## src/rtl/serdesphy_cdr_pkg.sv

```systemverilog
// rtl/serdesphy_cdr_pkg.sv - shared types and constants for the CDR loop filter
package serdesphy_cdr_pkg;

    typedef enum logic [1:0] {
        ST_IDLE    = 2'd0,
        ST_ACQUIRE = 2'd1,
        ST_TRACK   = 2'd2
    } cdr_state_e;

    localparam logic [7:0] CDR_CTRL_MID = 8'd128;
    localparam logic [7:0] CDR_CTRL_MIN = 8'd0;
    localparam logic [7:0] CDR_CTRL_MAX = 8'd255;

    typedef logic signed [1:0] vote_t;

    localparam vote_t VOTE_NEG  = 2'sb11;
    localparam vote_t VOTE_ZERO = 2'sb00;
    localparam vote_t VOTE_POS  = 2'sb01;

    // Early and late together is a valid but neutral vote.
    function automatic vote_t decode_vote(input logic valid, input logic early, input logic late);
        if (valid && late && !early)
            return VOTE_POS;
        else if (valid && early && !late)
            return VOTE_NEG;
        return VOTE_ZERO;
    endfunction

endpackage

```

## src/rtl/serdesphy_cdr_lock_detect.sv

```systemverilog
// rtl/serdesphy_cdr_lock_detect.sv - windowed net-vote accumulator producing quiet/loud flags
module serdesphy_cdr_lock_detect
    import serdesphy_cdr_pkg::*;
#(
    parameter int LOCK_WIN    = 64,
    parameter int LOCK_THRESH = 8
) (
    input  logic  clk,
    input  logic  rst,
    input  vote_t vote,
    input  logic  valid,
    input  logic  clear,
    input  logic  in_track,
    output logic  win_close,
    output logic  quiet,
    output logic  loud
);

    localparam int CNT_W = $clog2(LOCK_WIN);
    localparam int NET_W = CNT_W + 1;
    localparam logic [NET_W:0] QUIET_LIM = (NET_W+1)'(LOCK_THRESH);
    localparam logic [NET_W:0] LOUD_LIM  = (NET_W+1)'(2 * LOCK_THRESH);
    localparam logic [CNT_W-1:0] LAST_CNT = CNT_W'(LOCK_WIN - 1);

    logic [CNT_W-1:0]        r_cnt;
    logic signed [NET_W-1:0] r_net;

    logic signed [NET_W:0] w_net_sum;
    logic [NET_W:0]        w_net_abs;
    logic                  w_last;

    // The register only ever holds LOCK_WIN-1 votes; the closing vote is
    // evaluated one bit wider so a full window of identical votes fits.
    assign w_net_sum = {r_net[NET_W-1], r_net} + {{(NET_W-1){vote[1]}}, vote};
    assign w_net_abs = w_net_sum[NET_W] ? unsigned'(-w_net_sum) : unsigned'(w_net_sum);
    assign w_last    = (r_cnt == LAST_CNT);

    assign win_close = valid & w_last;
    assign quiet     = win_close & (w_net_abs <= QUIET_LIM);
    assign loud      = win_close & in_track & (w_net_abs > LOUD_LIM);

    always_ff @(posedge clk) begin
        if (rst || clear) begin
            r_cnt <= '0;
            r_net <= '0;
        end else if (valid) begin
            if (w_last) begin
                r_cnt <= '0;
                r_net <= '0;
            end else begin
                r_cnt <= r_cnt + 1'b1;
                r_net <= w_net_sum[NET_W-1:0];
            end
        end
    end

endmodule

```

## src/rtl/serdesphy_cdr_loop_filter.sv

```systemverilog
// rtl/serdesphy_cdr_loop_filter.sv - bang-bang CDR PI loop filter with gain scheduling and lock detect
module serdesphy_cdr_loop_filter
    import serdesphy_cdr_pkg::*;
#(
    parameter int INT_W       = 16,
    parameter int KI_SHIFT    = 4,
    parameter int KP_ACQ      = 4,
    parameter int KP_TRK      = 1,
    parameter int LOCK_WIN    = 64,
    parameter int LOCK_THRESH = 8,
    parameter int LOCK_COUNT  = 4
) (
    input  logic                    clk,
    input  logic                    rst,
    input  logic                    enable,
    input  logic                    freeze,
    input  logic                    pd_valid,
    input  logic                    pd_early,
    input  logic                    pd_late,
    output logic [7:0]              cdr_control,
    output logic                    cdr_locked,
    output logic [1:0]              cdr_state,
    output logic signed [INT_W-1:0] integ_out
);

    localparam int SUM_W = INT_W + 2;
    localparam int QC_W  = $clog2(LOCK_COUNT + 1);
    localparam logic signed [INT_W:0] SAT_HI = (INT_W+1)'((2 ** (INT_W - 1)) - 1);
    localparam logic signed [INT_W:0] SAT_LO = -SAT_HI;
    localparam logic signed [SUM_W-1:0] CTRL_HI = SUM_W'(CDR_CTRL_MAX);
    localparam logic [QC_W-1:0] QC_LAST = QC_W'(LOCK_COUNT - 1);

    cdr_state_e              r_state;
    logic signed [INT_W-1:0] r_integ;
    logic signed [7:0]       r_prop;
    logic [7:0]              r_ctrl;
    logic                    r_locked;
    logic [QC_W-1:0]         r_quiet_cnt;

    vote_t                   w_vote;
    logic                    w_valid;
    logic                    w_win_close;
    logic                    w_quiet;
    logic                    w_loud;
    logic signed [INT_W:0]   w_integ_sum;
    logic signed [INT_W-1:0] w_integ_next;
    logic signed [7:0]       w_kp;
    logic signed [7:0]       w_prop_next;
    logic signed [SUM_W-1:0] w_ctrl_sum;
    logic [7:0]              w_ctrl_next;

    assign w_vote  = decode_vote(pd_valid, pd_early, pd_late);
    assign w_valid = enable & !freeze & pd_valid & (r_state != ST_IDLE);

    serdesphy_cdr_lock_detect #(
        .LOCK_WIN    (LOCK_WIN),
        .LOCK_THRESH (LOCK_THRESH)
    ) u_lock_detect (
        .clk       (clk),
        .rst       (rst),
        .vote      (w_vote),
        .valid     (w_valid),
        .clear     (!enable),
        .in_track  (r_state == ST_TRACK),
        .win_close (w_win_close),
        .quiet     (w_quiet),
        .loud      (w_loud)
    );

    assign w_integ_sum  = {r_integ[INT_W-1], r_integ} + {{(INT_W-1){w_vote[1]}}, w_vote};
    assign w_integ_next = (w_integ_sum > SAT_HI) ? SAT_HI[INT_W-1:0] :
                          (w_integ_sum < SAT_LO) ? SAT_LO[INT_W-1:0] :
                                                   w_integ_sum[INT_W-1:0];

    assign w_kp        = (r_state == ST_TRACK) ? 8'(KP_TRK) : 8'(KP_ACQ);
    assign w_prop_next = (w_vote == VOTE_POS) ? w_kp :
                         (w_vote == VOTE_NEG) ? -w_kp : 8'sd0;

    // Control word is built from the registered integ/prop, so a vote
    // reaches cdr_control one edge after it reaches the integrator.
    assign w_ctrl_sum = $signed(SUM_W'(CDR_CTRL_MID))
                      + $signed({{2{r_integ[INT_W-1]}}, r_integ >>> KI_SHIFT})
                      + $signed({{(SUM_W-8){r_prop[7]}}, r_prop});
    assign w_ctrl_next = w_ctrl_sum[SUM_W-1]     ? CDR_CTRL_MIN :
                         (w_ctrl_sum > CTRL_HI)  ? CDR_CTRL_MAX :
                                                   w_ctrl_sum[7:0];

    always_ff @(posedge clk) begin
        if (rst || !enable) begin
            r_state     <= ST_IDLE;
            r_integ     <= '0;
            r_prop      <= '0;
            r_ctrl      <= CDR_CTRL_MID;
            r_locked    <= 1'b0;
            r_quiet_cnt <= '0;
        end else begin
            r_ctrl <= w_ctrl_next;
            r_prop <= w_valid ? w_prop_next : 8'sd0;
            if (w_valid)
                r_integ <= w_integ_next;

            case (r_state)
                ST_IDLE: begin
                    if (!freeze)
                        r_state <= ST_ACQUIRE;
                end
                ST_ACQUIRE: begin
                    if (w_quiet) begin
                        if (r_quiet_cnt == QC_LAST) begin
                            r_state     <= ST_TRACK;
                            r_locked    <= 1'b1;
                            r_quiet_cnt <= '0;
                        end else begin
                            r_quiet_cnt <= r_quiet_cnt + 1'b1;
                        end
                    end else if (w_win_close) begin
                        r_quiet_cnt <= '0;
                    end
                end
                ST_TRACK: begin
                    if (w_loud) begin
                        r_state     <= ST_ACQUIRE;
                        r_locked    <= 1'b0;
                        r_quiet_cnt <= '0;
                    end
                end
                default: r_state <= ST_IDLE;
            endcase
        end
    end

    assign cdr_control = r_ctrl;
    assign cdr_locked  = r_locked;
    assign cdr_state   = r_state;
    assign integ_out   = r_integ;

endmodule
```

## config.mk

```make
export PLATFORM = sky130hd
export DESIGN_NAME = serdesphy_cdr_loop_filter
export DESIGN_NICKNAME = d
export VERILOG_FILES = /design/src/rtl/serdesphy_cdr_pkg.sv /design/src/rtl/serdesphy_cdr_lock_detect.sv /design/src/rtl/serdesphy_cdr_loop_filter.sv
export SDC_FILE = /design/constraint.sdc
export NUM_CORES = 1
export LEC_CHECK = 0
export BUFFER_PORTS_ARGS = -buffer_cell sky130_fd_sc_hd__buf_2
export CORE_MARGIN = 1.5
export CORE_UTILIZATION = 61
export CTS_CLUSTER_SIZE = 28
export DETAILED_ROUTE_END_ITERATION = 7
export GPL_TIMING_DRIVEN = 0
export PLACE_DENSITY = 0.81
export SLEW_MARGIN = 10
export SYNTH_ARGS = -nofsm -noshare
export SYNTH_HDL_FRONTEND = slang
export SYNTH_SLANG_ARGS = --single-unit
```

## constraint.sdc

```tcl
create_clock -name clk -period 5.5 [get_ports clk]
set_input_delay 1.65 -clock clk [delete_from_list [all_inputs] [get_ports clk]]
set_output_delay 1.65 -clock clk [all_outputs]
set_load 0.02 [all_outputs]
```

# --- Yosys cells after proc, flatten, opt, wreduce, memory -nomap -nowiden ---
# Index checks and enable logic that the tools add are counted.
word_totals:
  regBits: 51
  inputBits: 7
  output_inout_bits: 27
  word_cells: 87
op_classes:
  n_addsub: 8
  magnitude_cmp: 5
  eq_ne: 11
  n_mux: 29
  bitwise: 8
  n_reduce_logical: 17
op_table:
  columns: ["operator", "n"]
  rows:
  - ["two-way mux 8 bit", 5]
  - ["two-way mux 16 bit", 2]
  - ["adder 16 x 2 -> 17 bit", 1]
  - ["> comparator 17 x 16 -> 1 bit, second input constant", 1]
  - ["less-than comparator 17 x 16 -> 1 bit, second input constant", 1]
  - ["two-way mux 3 bit", 5]
  - ["adder 13 x 8 -> 14 bit", 1]
  - ["> comparator 14 x 9 -> 1 bit, second input constant", 1]
  - ["two-way mux 2 bit", 7]
  - ["adder 9 x 12 -> 13 bit, first input constant", 1]
  - ["adder 7 x 2 -> 8 bit", 1]
  - ["> comparator 8 x 5 -> 1 bit, second input constant", 1]
  - ["<= comparator 8 x 4 -> 1 bit, second input constant", 1]
  - ["negation 3 -> 8 bit", 1]
  - ["negation 8 bit", 1]
  - ["AND reduction 4 bit", 2]
  - ["AND 1 bit", 7]
  - ["two-way mux 7 bit", 1]
  - ["adder 6 x 1 -> 6 bit, second input constant", 1]
  - ["equality test 6 bit, second input constant", 1]
  - ["two-way mux 6 bit", 1]
  - ["!= test 2 bit, second input constant", 3]
  - ["one-hot mux 2 bit (3 select lines)", 1]
  - ["one-hot mux 3 bit (2 select lines)", 1]
  - ["other kinds (16)", 30]

# --- Longest topological paths before layout ---
# Gate-level depths: netlist of run 1.
logic_depth:
  ltp_word: 12
  depth_mapped: 14
  depth_no_buf: 14

# --- By module ---
# From an unflattened synthesis of run 1, not the netlist that was laid out.
hier_totals:
  hier_cells: 482
  area_unflattened_um2: 4051.4
modules_own_cells:
  columns: ["module", "instances", "cells_per_inst", "area_each_um2", "seq_area_each_um2"]
  rows:
  - ["serdesphy_cdr_loop_filter", 1, 352, 2972.9, 680.7]
  - ["serdesphy_cdr_lock_detect", 1, 130, 1078.5, 260.2]

# --- Worst setup path before layout of run 1 ---
# Ideal clock, no wire load.
synth_timing:
  path_kind: "input to register"
  start: "input pd_late"
  end: "register r_integ[9] (netlist: integ_out[9])"
  setup_ns: 0.135
  arrival_time_ns: 4.557
  required_time_ns: 5.365
  path_slack_ns: 0.808
  stages: 12
  path_buffers: 1
  cell_sequence: "nand3b_1 inv_1 ha_1 a211oi_4 o21ai_1 o2111a_1 or4_4 a2111oi_4 nand3_1 a211oi_2 buf_6 a311oi_2"
synth_via:
  elab_chain_cells: 9
  word_cells_on_any_way: 13
  classes_between: "add/sub: 1; order compare: 2; mux: 6; reduce/logical: 4"
synth_lines:
  columns: ["element", "line_no", "rtl"]
  rows:
  - ["from (decl)", "serdesphy_cdr_loop_filter.sv:19", "input logic pd_late,"]
  - ["zero test 1 bit", "serdesphy_cdr_pkg.sv:24", "else if (valid && early && !late)"]
  - ["logical AND 1 bit", "serdesphy_cdr_pkg.sv:24", null]
  - ["two-way mux 1 bit", "serdesphy_cdr_pkg.sv:24", null]
  - ["two-way mux 1 bit", "serdesphy_cdr_pkg.sv:22", "if (valid && late && !early)"]
  - ["two-way mux 2 bit *", "serdesphy_cdr_pkg.sv:26", "return VOTE_ZERO;"]
  - ["adder 16 x 2 -> 17 bit *", "serdesphy_cdr_loop_filter.sv:70", "assign w_integ_sum = {r_integ[INT_W-1], r_integ} + {{(INT_W-1){w_vote[1]}}, w_vote};"]
  - ["less-than comparator 17 x 16 -> 1 bit", "serdesphy_cdr_loop_filter.sv:72", "(w_integ_sum < SAT_LO) ? SAT_LO[INT_W-1:0] :"]
  - ["two-way mux 16 bit", "serdesphy_cdr_loop_filter.sv:72", null]
  - ["two-way mux 16 bit *", "serdesphy_cdr_loop_filter.sv:71", "assign w_integ_next = (w_integ_sum > SAT_HI) ? SAT_HI[INT_W-1:0] :"]
  - ["to (signal assigned)", "serdesphy_cdr_loop_filter.sv:100", "r_integ <= w_integ_next;"]
  - ["to (decl)", "serdesphy_cdr_loop_filter.sv:34", "logic signed [INT_W-1:0] r_integ;"]
# Every way passes the cells marked *; elsewhere a longest branch is shown, timed or not.
# A chain may end at the register's enable or synchronous reset.

# --- Worst setup path after layout of run 1 ---
layout_timing:
  start: "input pd_early"
  end: "register r_integ[2] (netlist: integ_out[2])"
layout_via:
  elab_chain_cells: 9
  word_cells_on_any_way: 13
  classes_between: "add/sub: 1; order compare: 2; mux: 6; reduce/logical: 4"
layout_lines:
  columns: ["element", "line_no", "rtl"]
  rows:
  - ["from (decl)", "serdesphy_cdr_loop_filter.sv:18", "input logic pd_early,"]
  - ["logical AND 1 bit (2 in series)", "serdesphy_cdr_pkg.sv:24", null]
  - ["two-way mux 1 bit", "serdesphy_cdr_pkg.sv:24", null]
  - ["two-way mux 1 bit", "serdesphy_cdr_pkg.sv:22", null]
  - ["two-way mux 2 bit *", "serdesphy_cdr_pkg.sv:26", null]
  - ["adder 16 x 2 -> 17 bit *", "serdesphy_cdr_loop_filter.sv:70", null]
  - ["less-than comparator 17 x 16 -> 1 bit", "serdesphy_cdr_loop_filter.sv:72", null]
  - ["two-way mux 16 bit", "serdesphy_cdr_loop_filter.sv:72", null]
  - ["two-way mux 16 bit *", "serdesphy_cdr_loop_filter.sv:71", null]
# Marks and branches as above.

==> results.sh, run 1 <==
export IMPL_startpoint="pd_early"
export IMPL_synth_seq_cells=47
export IMPL_status="finished clean"
export IMPL_synth_edff_count=0
export IMPL_synth_cell_type_count=79
export IMPL_powerDensity_mw_per_mm2=161
export IMPL_min_from="r_quiet_cnt[2]"
export IMPL_num_vias=4114
export IMPL_fin_skew_ps=11.2
export IMPL_vias_per_cell=6.52
export IMPL_grt_pass1_wl_um=17600
export IMPL_preCtsSetupSlack_ps=25.0
export IMPL_clock_sinks=47
export IMPL_async_flop_share_pct=0
export IMPL_setup_ws_ps=360
export IMPL_overflow=0
export IMPL_antenna_left=0
export IMPL_required_ps=5660
export IMPL_fin_crit_sh_pct=93.5
export IMPL_rr_worst_depth=12
export IMPL_critical_path_max_stage_delay_ps=550
export IMPL_gp_congestion=0.937
export IMPL_syn_inst=510
export IMPL_die_area_mm2=0.00746
export IMPL_synth_top_cells_by_area="dfxtp_1 (22%), ha_1 (15%), a21oi_1 (4.5%)"
export IMPL_drc_errors=0
export IMPL_syn_nets=570
export IMPL_ctsHoldBuffers=0
export IMPL_critPathKind="input pin to flop"
export IMPL_synth_top_cell_area_share_pct=22.2
export IMPL_reg2reg_from="integ_out[5]"
export IMPL_r2r_slack_ps=2140
export IMPL_syn_area_per_cell_um2=8.31
export IMPL_cp_slowest_cell="ha_1"
export IMPL_drive_above_1_share_pct=13.4
export IMPL_die_h_um=86.4
export IMPL_arrival_ps=5300
export IMPL_clkTransAtPathRegs_ps=90
export IMPL_cts_tree="yes"
export IMPL_maxSlewHeadroom_pct=56.3
export IMPL_yosysTopAreaCell="dfxtp_1"
export IMPL_initial_core_util_pct=62.8
export IMPL_grt_start_max_net_pins=23
export IMPL_rr_endpoint="cdr_control[3]"
export IMPL_h_tree_depth=2
export IMPL_clk_latency_ps=300
export IMPL_hold_path_class="flop to flop"
export IMPL_routedWlPerCell_um=16.8
export IMPL_rsz0062_at_grt="no"
export IMPL_final_util_pct=68.8
export IMPL_cts_buffers=5
export IMPL_irDropWorstVdd_mv=0.142
export IMPL_grt_pass1_vias=3842
export IMPL_antennaDiodeCount=0
export IMPL_maxCapViolCount=0
export IMPL_critPathMaxFanout=22
export IMPL_setup_viol=0
export IMPL_syn_area_mm2=0.00424
export IMPL_fin_crit_ps=5140
export IMPL_clock_fmax_mhz=195
export IMPL_post_cts_buffers=0
export IMPL_setup_tns_ps=0
export IMPL_dr_pass1_iters=5
export IMPL_die_w_um=86.4
export IMPL_io_buffers=33
export IMPL_end_kind="flop"
export IMPL_antenna_found_initial=0
export IMPL_drv_slew=0
export IMPL_final_nets=610
export IMPL_rows=30
export IMPL_area_growth_pct=9.65
export IMPL_cp_common_cell="a221oi_2"
export IMPL_yosys_warnings=0
export IMPL_drt_iter0_markers=259
export IMPL_critPathCapture="integ_out[2]"
export IMPL_synth_main_ff_cell="dfxtp_1"
export IMPL_final_hold_viol_count=0
export IMPL_coreArea_mm2=0.00676
export IMPL_cts_root_buf="clkbuf_8"
export IMPL_critPathLaunchType="input pin"
export IMPL_yosysSeqAreaShare_pct=22.2
export IMPL_ios=34
export IMPL_dpl_hpwl_um=8280
export IMPL_leakagePower_nw=1.98
export IMPL_path_cells="buf_2, nand3b_1, clkinvlp_4, ha_1, and2_4, a221oi_2, a31oi_1, or3_1, a221oi_2, nand3_1, a211oi_2, buf_6, a211oi_1"
export IMPL_worstMarginPinSlew_ps=656
export IMPL_cts_max_path_buffers=2
export IMPL_track_usage_pct=29.1
export IMPL_routed_wl_um=10600
==> report_power, final <==
part | leakage (nW) | switching (W) | internal [W]
sequential | 0.379 | 0.00000172 | 0.000342
clock | 0.0654 | 0.000121 | 0.000182
combinational | 1.54 | 0.0000664 | 0.0000380
==> cell families (layout without fill, tap and decap cells) <==
family	after synthesis	after routing	share of synthesized area, %
AOI/OAI and AO/OA	188	188	32.9
and+or+nand+nor	150	150	18.4
adders and majority gates	55	55	16.6
DFF	47	47	22.2
buffers and inverters	42	83	3.98
xor gates and xnor gates	25	25	5.16
muxes	3	3	0.708
==> placed cells by master (no fill, tap or decap), types with 11 or more instances in the layout <==
cell and instances:
nor2_1 41, xnor2_1 14, buf_2 35, nand2_1 28, a21oi_1 38, inv_1 26
o21ai_0 28, a21o_1 11, nor3_1 17, clkbuf_1 12, a211oi_1 17, ha_1 50
dfxtp_1 47
==> repair_timing <==
| action | CTS | global route |
|---|---|---|
| endpoints found under the hold margin | 0 | 0 |
| resized for setup | 0 | 2 |
| setup endpoints to repair | 0 | 7 |
==> flip-flops by register name (all words and copies together) (netlist names) <==
name	flops
cdr_control	8
cdr_locked	1
cdr_state	2
integ_out	16
r_prop	4
r_quiet_cnt	3
u_lock_detect.r_cnt	6
u_lock_detect.r_net	7
==> per-layer routing <==
metal	routed length (um)	vias up	global-route usage (%)
met4	239	0	9.53
met1	4680	1926	37.1
met3	571	25	3.14
met5	0	-	0
met2	5100	139	51.2
li1	-	2024	-
==> Yosys cell counts, types with 5 or more instances <==
master / number
o211ai_1: 7
o21bai_1: 6
dfxtp_1: 47
a22oi_1: 9
inv_1: 27
a211oi_1: 17
nor2b_1: 9
o21ai_0: 28
nand3_1: 10
and2_1: 8
xnor2_1: 15
nand2_1: 28
clkbuf_1: 11
ha_1: 50
a21oi_1: 38
nor3_1: 17
a21o_1: 11
o21a_1: 8
nor2_1: 41
xor2_1: 10
or3_1: 8
a31oi_1: 5
==> through the flow <==
stage               cell area, um2  cells  hold WS, ps  power (W)
floorplan                     4240    510          428   0.000428
finish                        4650    631          467   0.000750
detailed placement            4510    623          452   0.000452
CTS                           4640    631          463   0.000747
global route                  4650    631          479   0.000775
global placement              4510    623          435   0.000450
==> layout make-up <==
class / instances / area [um2]
Multi-Input combinational cell: 421 / 3140
Clock buffer: 6 / 72.6
Sequential cell: 47 / 941
Buffer: 15 / 67.6
Inverter: 27 / 105
Clock inverter: 2 / 60.1
Fill cell: 551 / 2110
Timing Repair Buffer: 33 / 165
Tap cell: 80 / 100
==> critical path: cells and delay by family <==
kind                       cells  cell delay (ps)
AOI/OAI and AO/OA              5             1250
and+or+nand+nor                4             1020
adders and majority gates      1              550
buffers and inverters          3              820
==> how the worst min path moves through the flow <==
| stage | cells past startpoint | endpoint | slack (ps) |
|---|---|---|---|
| CTS | 1 | r_quiet_cnt[2] | 460 |
| floorplan | 1 | r_quiet_cnt[2] | 430 |
| finish | 1 | r_quiet_cnt[2] | 470 |
| global route | 1 | r_quiet_cnt[2] | 480 |
| detailed placement | 1 | r_quiet_cnt[2] | 450 |
| global placement | 1 | r_quiet_cnt[2] | 440 |
(Power assumes the default switching activity.)
==> run 2: changes to the inputs <==
ABC_AREA = 1   (was unset)
==> results.sh, run 2 <==
export IMPL_status="finished clean"
export IMPL_final_nets=763
export IMPL_antenna_left=0
export IMPL_rows=30
export IMPL_critical_path_depth=24
export IMPL_clock_fmax_mhz=213
export IMPL_place_inst=776
export IMPL_antenna_found_initial=0
export IMPL_io_buffers=33
export IMPL_synth_edff_count=0
export IMPL_track_usage_pct=28.1
export IMPL_path_cells="buf_2, inv_1, nor3_4, inv_1, nand2_1, ha_1, inv_1, fa_1, ha_1, inv_1, nor2_1, nand3_1, nor2_1, nand2_1, nand2_1, nand2_1, nand2_1, nor2_2, nand2_2, nand2_4, nand2_4, nand2_1, nand2_1, nor2_1"
export IMPL_critPathKind="input pin to flop"
export IMPL_coreArea_mm2=0.00672
export IMPL_critPathMaxFanout=8
export IMPL_synth_top_cells_by_area="dfxtp_1 (22%), nand2_1 (17%), ha_1 (15%)"
export IMPL_h_tree_depth=2
export IMPL_hold_path_class="flop to flop"
export IMPL_final_hold_viol_count=0
export IMPL_end_kind="flop"
export IMPL_cts_max_path_buffers=2
export IMPL_dr_pass1_iters=5
export IMPL_drv_slew=0
export IMPL_synth_common_cells="nand2_1 (190), inv_1 (100), nor2_1 (57), a21oi_1 (54), nand3_1 (52)"
export IMPL_clk_latency_ps=310
export IMPL_arrival_ps=4910
export IMPL_powerDensity_mw_per_mm2=150
export IMPL_layout_common_cells="nand2_1 (190), inv_1 (100), nor2_1 (57)"
export IMPL_drt_iter0_markers=158
export IMPL_ctsHoldBuffers=0
export IMPL_grt_pass1_wl_um=17000
export IMPL_maxSlewHeadroom_pct=58.5
export IMPL_required_ps=5710
export IMPL_dpl_hpwl_um=7910
export IMPL_irDropWorstVdd_mv=0.105
export IMPL_rsz0062_at_grt="no"
export IMPL_die_h_um=85.9
export IMPL_cp_common_cell="nand2_1"
export IMPL_r2r_slack_ps=2740
export IMPL_ios=34
export IMPL_maxCapViolCount=0
export IMPL_worstMarginPinSlew_ps=620
export IMPL_fin_skew_ps=7.19
export IMPL_crit_family="simple AND/OR/NAND/NOR gates"
export IMPL_overflow=0
export IMPL_cp_slowest_cell="fa_1"
export IMPL_cts_buffers=5
export IMPL_critPathLaunchType="input pin"
export IMPL_synth_main_ff_cell="dfxtp_1"
export IMPL_async_flop_share_pct=0
export IMPL_setup_tns_ps=0
export IMPL_antennaDiodeCount=0
export IMPL_cts_root_buf="clkbuf_8"
export IMPL_syn_inst=662
export IMPL_hold_worst_slack_ps=455
export IMPL_post_synth_top_count_cell="nand2_1"
export IMPL_whs_path_depth=2
export IMPL_area_growth_pct=9.50
export IMPL_fin_crit_ps=4700
export IMPL_drive_above_1_share_pct=10.2
export IMPL_syn_nets=722
export IMPL_cp_num_buf_inv=5
export IMPL_clock_sinks=47
export IMPL_post_cts_buffers=0
export IMPL_grt_start_max_net_pins=17
export IMPL_yosysSeqAreaShare_pct=22.5
export IMPL_synth_top_cell_area_share_pct=22.5
export IMPL_fin_crit_sh_pct=85.5
export IMPL_critical_path_max_stage_delay_ps=560
export IMPL_clkTransAtPathRegs_ps=90
export IMPL_fin_cells=783
export IMPL_die_area_mm2=0.00738
export IMPL_synth_seq_cells=47
export IMPL_yosys_warnings=0
export IMPL_die_w_um=85.9
export IMPL_synth_cell_type_count=30
export IMPL_grt_pass1_vias=4074
export IMPL_routed_wl_um=9720
export IMPL_initial_core_util_pct=62.4
export IMPL_routedWlPerCell_um=12.4
export IMPL_ctsResizeCount=0
export IMPL_syn_area_mm2=0.00419
export IMPL_cts_tree="yes"
export IMPL_setup_viol=0
export IMPL_drc_errors=0
export IMPL_gp_congestion=0.893
export IMPL_rr_worst_depth=14
export IMPL_layout_commonest_cell="nand2_1"
export IMPL_num_vias=4242
export IMPL_yosysTopAreaCell="dfxtp_1"
export IMPL_leakagePower_nw=2.50
export IMPL_vias_per_cell=5.42
export IMPL_syn_area_per_cell_um2=6.33
export IMPL_largest_reg_flops=16
run 2: kinds of logic after synthesis:
| family | Yosys count | synth area share, % |
|---|---|---|
| simple gates | 343 | 35.4 |
| buf+inv | 110 | 10.3 |
| compound gates | 92 | 11.9 |
| fa+ha+maj | 53 | 16.4 |
| flops | 47 | 22.5 |
| xor+xnor | 17 | 3.55 |
run 2: per-layer routing:
| metal | track usage, % | vias to the layer above | wire length [um] |
|---|---|---|---|
| met3 | 3.75 | 20 | 357 |
| met5 | 0 | - | 0 |
| li1 | - | 2210 | - |
| met2 | 50.5 | 89 | 4720 |
| met1 | 33.8 | 1923 | 4420 |
| met4 | 11.3 | 0 | 219 |
run 2: final timing paths:
| path | endpoint | startpoint |
|---|---|---|
| worst min register to register | cdr_locked | cdr_locked |
| worst min-delay path | cdr_locked | cdr_locked |
| worst max-delay path | r_quiet_cnt[1] | pd_valid |
| worst max register to register | cdr_control[7] | r_prop[6] |
run 2: cell type report:
class | count | area, um2
plain buffers | 7 | 45.0
clock buffers | 5 | 68.8
clock inverters | 2 | 37.5
fillers | 625 | 2130
inverters | 103 | 387
multi-input cells | 505 | 2830
flip-flops and latches | 47 | 941
well taps | 80 | 100
repair buffers | 34 | 180
run 2: worst reg2reg max path: cells and delay by family, from the launching register on:
kind	cells	cell delay [ps]
compound gates	2	180
fa+ha+maj	2	710
flops	1	540
simple gates	7	970
buf+inv	3	260
run 2: report_power, final:
| part | internal (W) | leakage, nW | switching, W |
|---|---|---|---|
| registers | 0.000342 | 0.379 | 0.00000138 |
| clock network | 0.000133 | 0.0502 | 0.000124 |
| logic | 0.0000307 | 2.07 | 0.0000592 |
| total | 0.000505 | 2.50 | 0.000184 |
run 2: through the flow:
step | util (%) | setup WS (ps) | total power (W) | area (um2)
after CTS | 68.3 | 791 | 0.000692 | 4590
after global routing | 68.3 | 427 | 0.000721 | 4590
after detailed placement | 66.7 | 468 | 0.000440 | 4480
after floorplan | - | 447 | 0.000418 | 4200
final | 68.3 | 796 | 0.000690 | 4590
after global placement | 66.4 | -537 | 0.000436 | 4460
==> run 3: changes to the inputs <==
CORE_UTILIZATION = 55   (was 61)
CTS_CLUSTER_DIAMETER = 120   (was unset)
PLACE_DENSITY = 0.77   (was 0.81)
clock period = 4.1 ns   (was 5.5 ns; I/O delays follow)
==> results.sh, run 3 (synthesized netlist as in run 2, its figures left out) <==
export IMPL_fin_cells=804
export IMPL_fillerInstances=671
export IMPL_rr_worst_depth=14
export IMPL_swShare_pct=24.9
export IMPL_leakagePower_nw=2.52
export IMPL_grt_start_max_net_pins=15
export IMPL_antenna_left=0
export IMPL_area_growth_pct=11.8
export IMPL_cts_tree="yes"
export IMPL_cell_internal_pwr_w=0.000745
export IMPL_critPathLaunchType="input pin"
export IMPL_pwr_share_seq_pct=46.4
export IMPL_maxSlewHeadroom_pct=55.8
export IMPL_overflow=0
export IMPL_path_cells="buf_2, clkinvlp_4, nor3_4, inv_2, nand2_2, ha_4, inv_2, fa_1, ha_2, inv_2, nor2_4, nand2_1, inv_1, nand4_1, nand2_1, inv_1, nor2_2, nand2_2, nand2_4, nand2_4, nand2_1, nand2_1, nor2_1"
export IMPL_dpl_hpwl_um=7810
export IMPL_ctsHoldBuffers=0
export IMPL_layout_common_cells="nand2_1 (188), inv_1 (96), nor2_1 (56)"
export IMPL_coreArea_mm2=0.00733
export IMPL_initial_core_util_pct=57.2
export IMPL_die_h_um=90.3
export IMPL_switching_power_w=0.000246
export IMPL_cp_slowest_cell="fa_1"
export IMPL_grt_pass1_vias=4092
export IMPL_critical_path_max_stage_delay_ps=560
export IMPL_gp_congestion=0.879
export IMPL_setup_ws_ps=287
export IMPL_wl_met3_um=385
export IMPL_layout_commonest_cell="nand2_1"
export IMPL_place_inst=794
export IMPL_clockPowerShare_pct=40.7
export IMPL_h_tree_depth=2
export IMPL_num_vias=4216
export IMPL_wirelength_met1_um=4610
export IMPL_cts_max_path_buffers=2
export IMPL_status="finished clean"
export IMPL_io_buffers=33
export IMPL_reg2reg_from="r_prop[6]"
export IMPL_end_kind="flop"
export IMPL_routedWlPerCell_um=12.3
export IMPL_cts_root_buf="clkbuf_8"
export IMPL_powerDensity_mw_per_mm2=212
export IMPL_rows=31
export IMPL_final_nets=764
export IMPL_track_usage_pct=25.6
export IMPL_setup_viol=0
export IMPL_hold_path_class="flop to flop"
export IMPL_worstMarginPinSlew_ps=660
export IMPL_clock_fmax_mhz=262
export IMPL_r2r_slack_ps=1310
export IMPL_startpoint="pd_valid"
export IMPL_fin_crit_sh_pct=93.0
export IMPL_final_hold_viol_count=0
export IMPL_cts_buffers=5
export IMPL_drc_errors=0
export IMPL_rr_endpoint="cdr_control[1]"
export IMPL_arrival_ps=4060
export IMPL_antennaDiodeCount=0
export IMPL_met2WireLength_um=4700
export IMPL_drive_above_1_share_pct=11.8
export IMPL_vias_per_cell=5.24
export IMPL_clk_latency_ps=310
export IMPL_clkTransAtPathRegs_ps=80
export IMPL_critPathKind="input pin to flop"
export IMPL_grt_pass1_wl_um=17400
export IMPL_largest_reg_flops=16
export IMPL_critPathMaxFanout=5
export IMPL_antenna_found_initial=0
export IMPL_die_w_um=90.3
export IMPL_preCtsSetupSlack_ps=-761
export IMPL_ios=34
export IMPL_comb_power_share_pct=12.9
export IMPL_hold_worst_slack_ps=443
export IMPL_maxCapViolCount=0
export IMPL_critPathCapture="r_quiet_cnt[1]"
export IMPL_drv_slew=0
export IMPL_cp_common_cell="nand2_1"
export IMPL_fin_crit_ps=3810
export IMPL_dr_pass1_iters=4
export IMPL_irDropWorstVdd_mv=0.149
export IMPL_routed_top_layer="met4"
export IMPL_clock_sinks=47
export IMPL_drt_iter0_markers=202
export IMPL_routed_wl_um=9850
export IMPL_die_area_mm2=0.00815
export IMPL_fin_skew_ps=9.59
export IMPL_required_ps=4350
export IMPL_setup_tns_ps=0
export IMPL_power_w=0.000992
export IMPL_rsz0062_at_grt="no"
[run 3: repair_timing]
action                     in CTS  in global routing
gates cloned                    1                  0
gates resized for setup         0                  2
setup endpoints to repair      21                 21
pin swaps                       1                  0
setup buffers                   1                  0
[run 3: worst min path at each step]
stage                         from             end  slack (ps)  cells past startpoint
global placement    r_quiet_cnt[2]  r_quiet_cnt[2]         430                      2
floorplan           r_quiet_cnt[2]  r_quiet_cnt[2]         420                      2
global route            cdr_locked      cdr_locked         460                      2
detailed placement      cdr_locked      cdr_locked         430                      2
finish                  cdr_locked      cdr_locked         440                      2
CTS                     cdr_locked      cdr_locked         450                      2
[run 3: area by class of cell]
| class | instances | area (um2) | share of cell area [%] |
|---|---|---|---|
| Multi-Input combinational cell | 506 | 2880 | 61.4 |
| Clock inverter | 2 | 60.1 | 1.28 |
| Sequential cell | 47 | 941 | 20.1 |
| Clock buffer | 6 | 72.6 | 1.55 |
| Timing Repair Buffer | 34 | 173 | 3.69 |
| Tap cell | 99 | 124 | 2.64 |
| Inverter | 103 | 390 | 8.34 |
| Buffer | 7 | 45.0 | 0.962 |
[run 3: metrics by stage]
step	utilization [%]	cell area, um2
final	63.9	4680
after global routing	63.9	4680
after CTS	63.8	4670
after detailed placement	61.7	4520
after global placement	61.7	4520
after floorplan	-	4240
[run 3: routing by layer]
layer  GRT usage, %  vias to the layer above
met5              0                        -
met4           6.61                        0
met3           4.12                       17
met2           46.9                       78
met1           30.7                     1899
li1               -                     2222
[run 3: power by group through the flow]
| stage | sequential [W] | combinational, W | clock [W] |
|---|---|---|---|
| floorplan | 0.000473 | 0.0000919 | 0 |
| global placement | 0.000471 | 0.000120 | 0 |
| detailed placement | 0.000471 | 0.000123 | 0 |
| CTS | 0.000460 | 0.000126 | 0.000413 |
| global route | 0.000461 | 0.000145 | 0.000430 |
| finish | 0.000460 | 0.000128 | 0.000404 |
[run 3: worst max-delay path: cells and delay by family]
family                   cells  cell delay (ps)
buffers and inverters        7              580
AND/OR/NAND/NOR             13             1330
adder cells (fa/ha/maj)      3              930
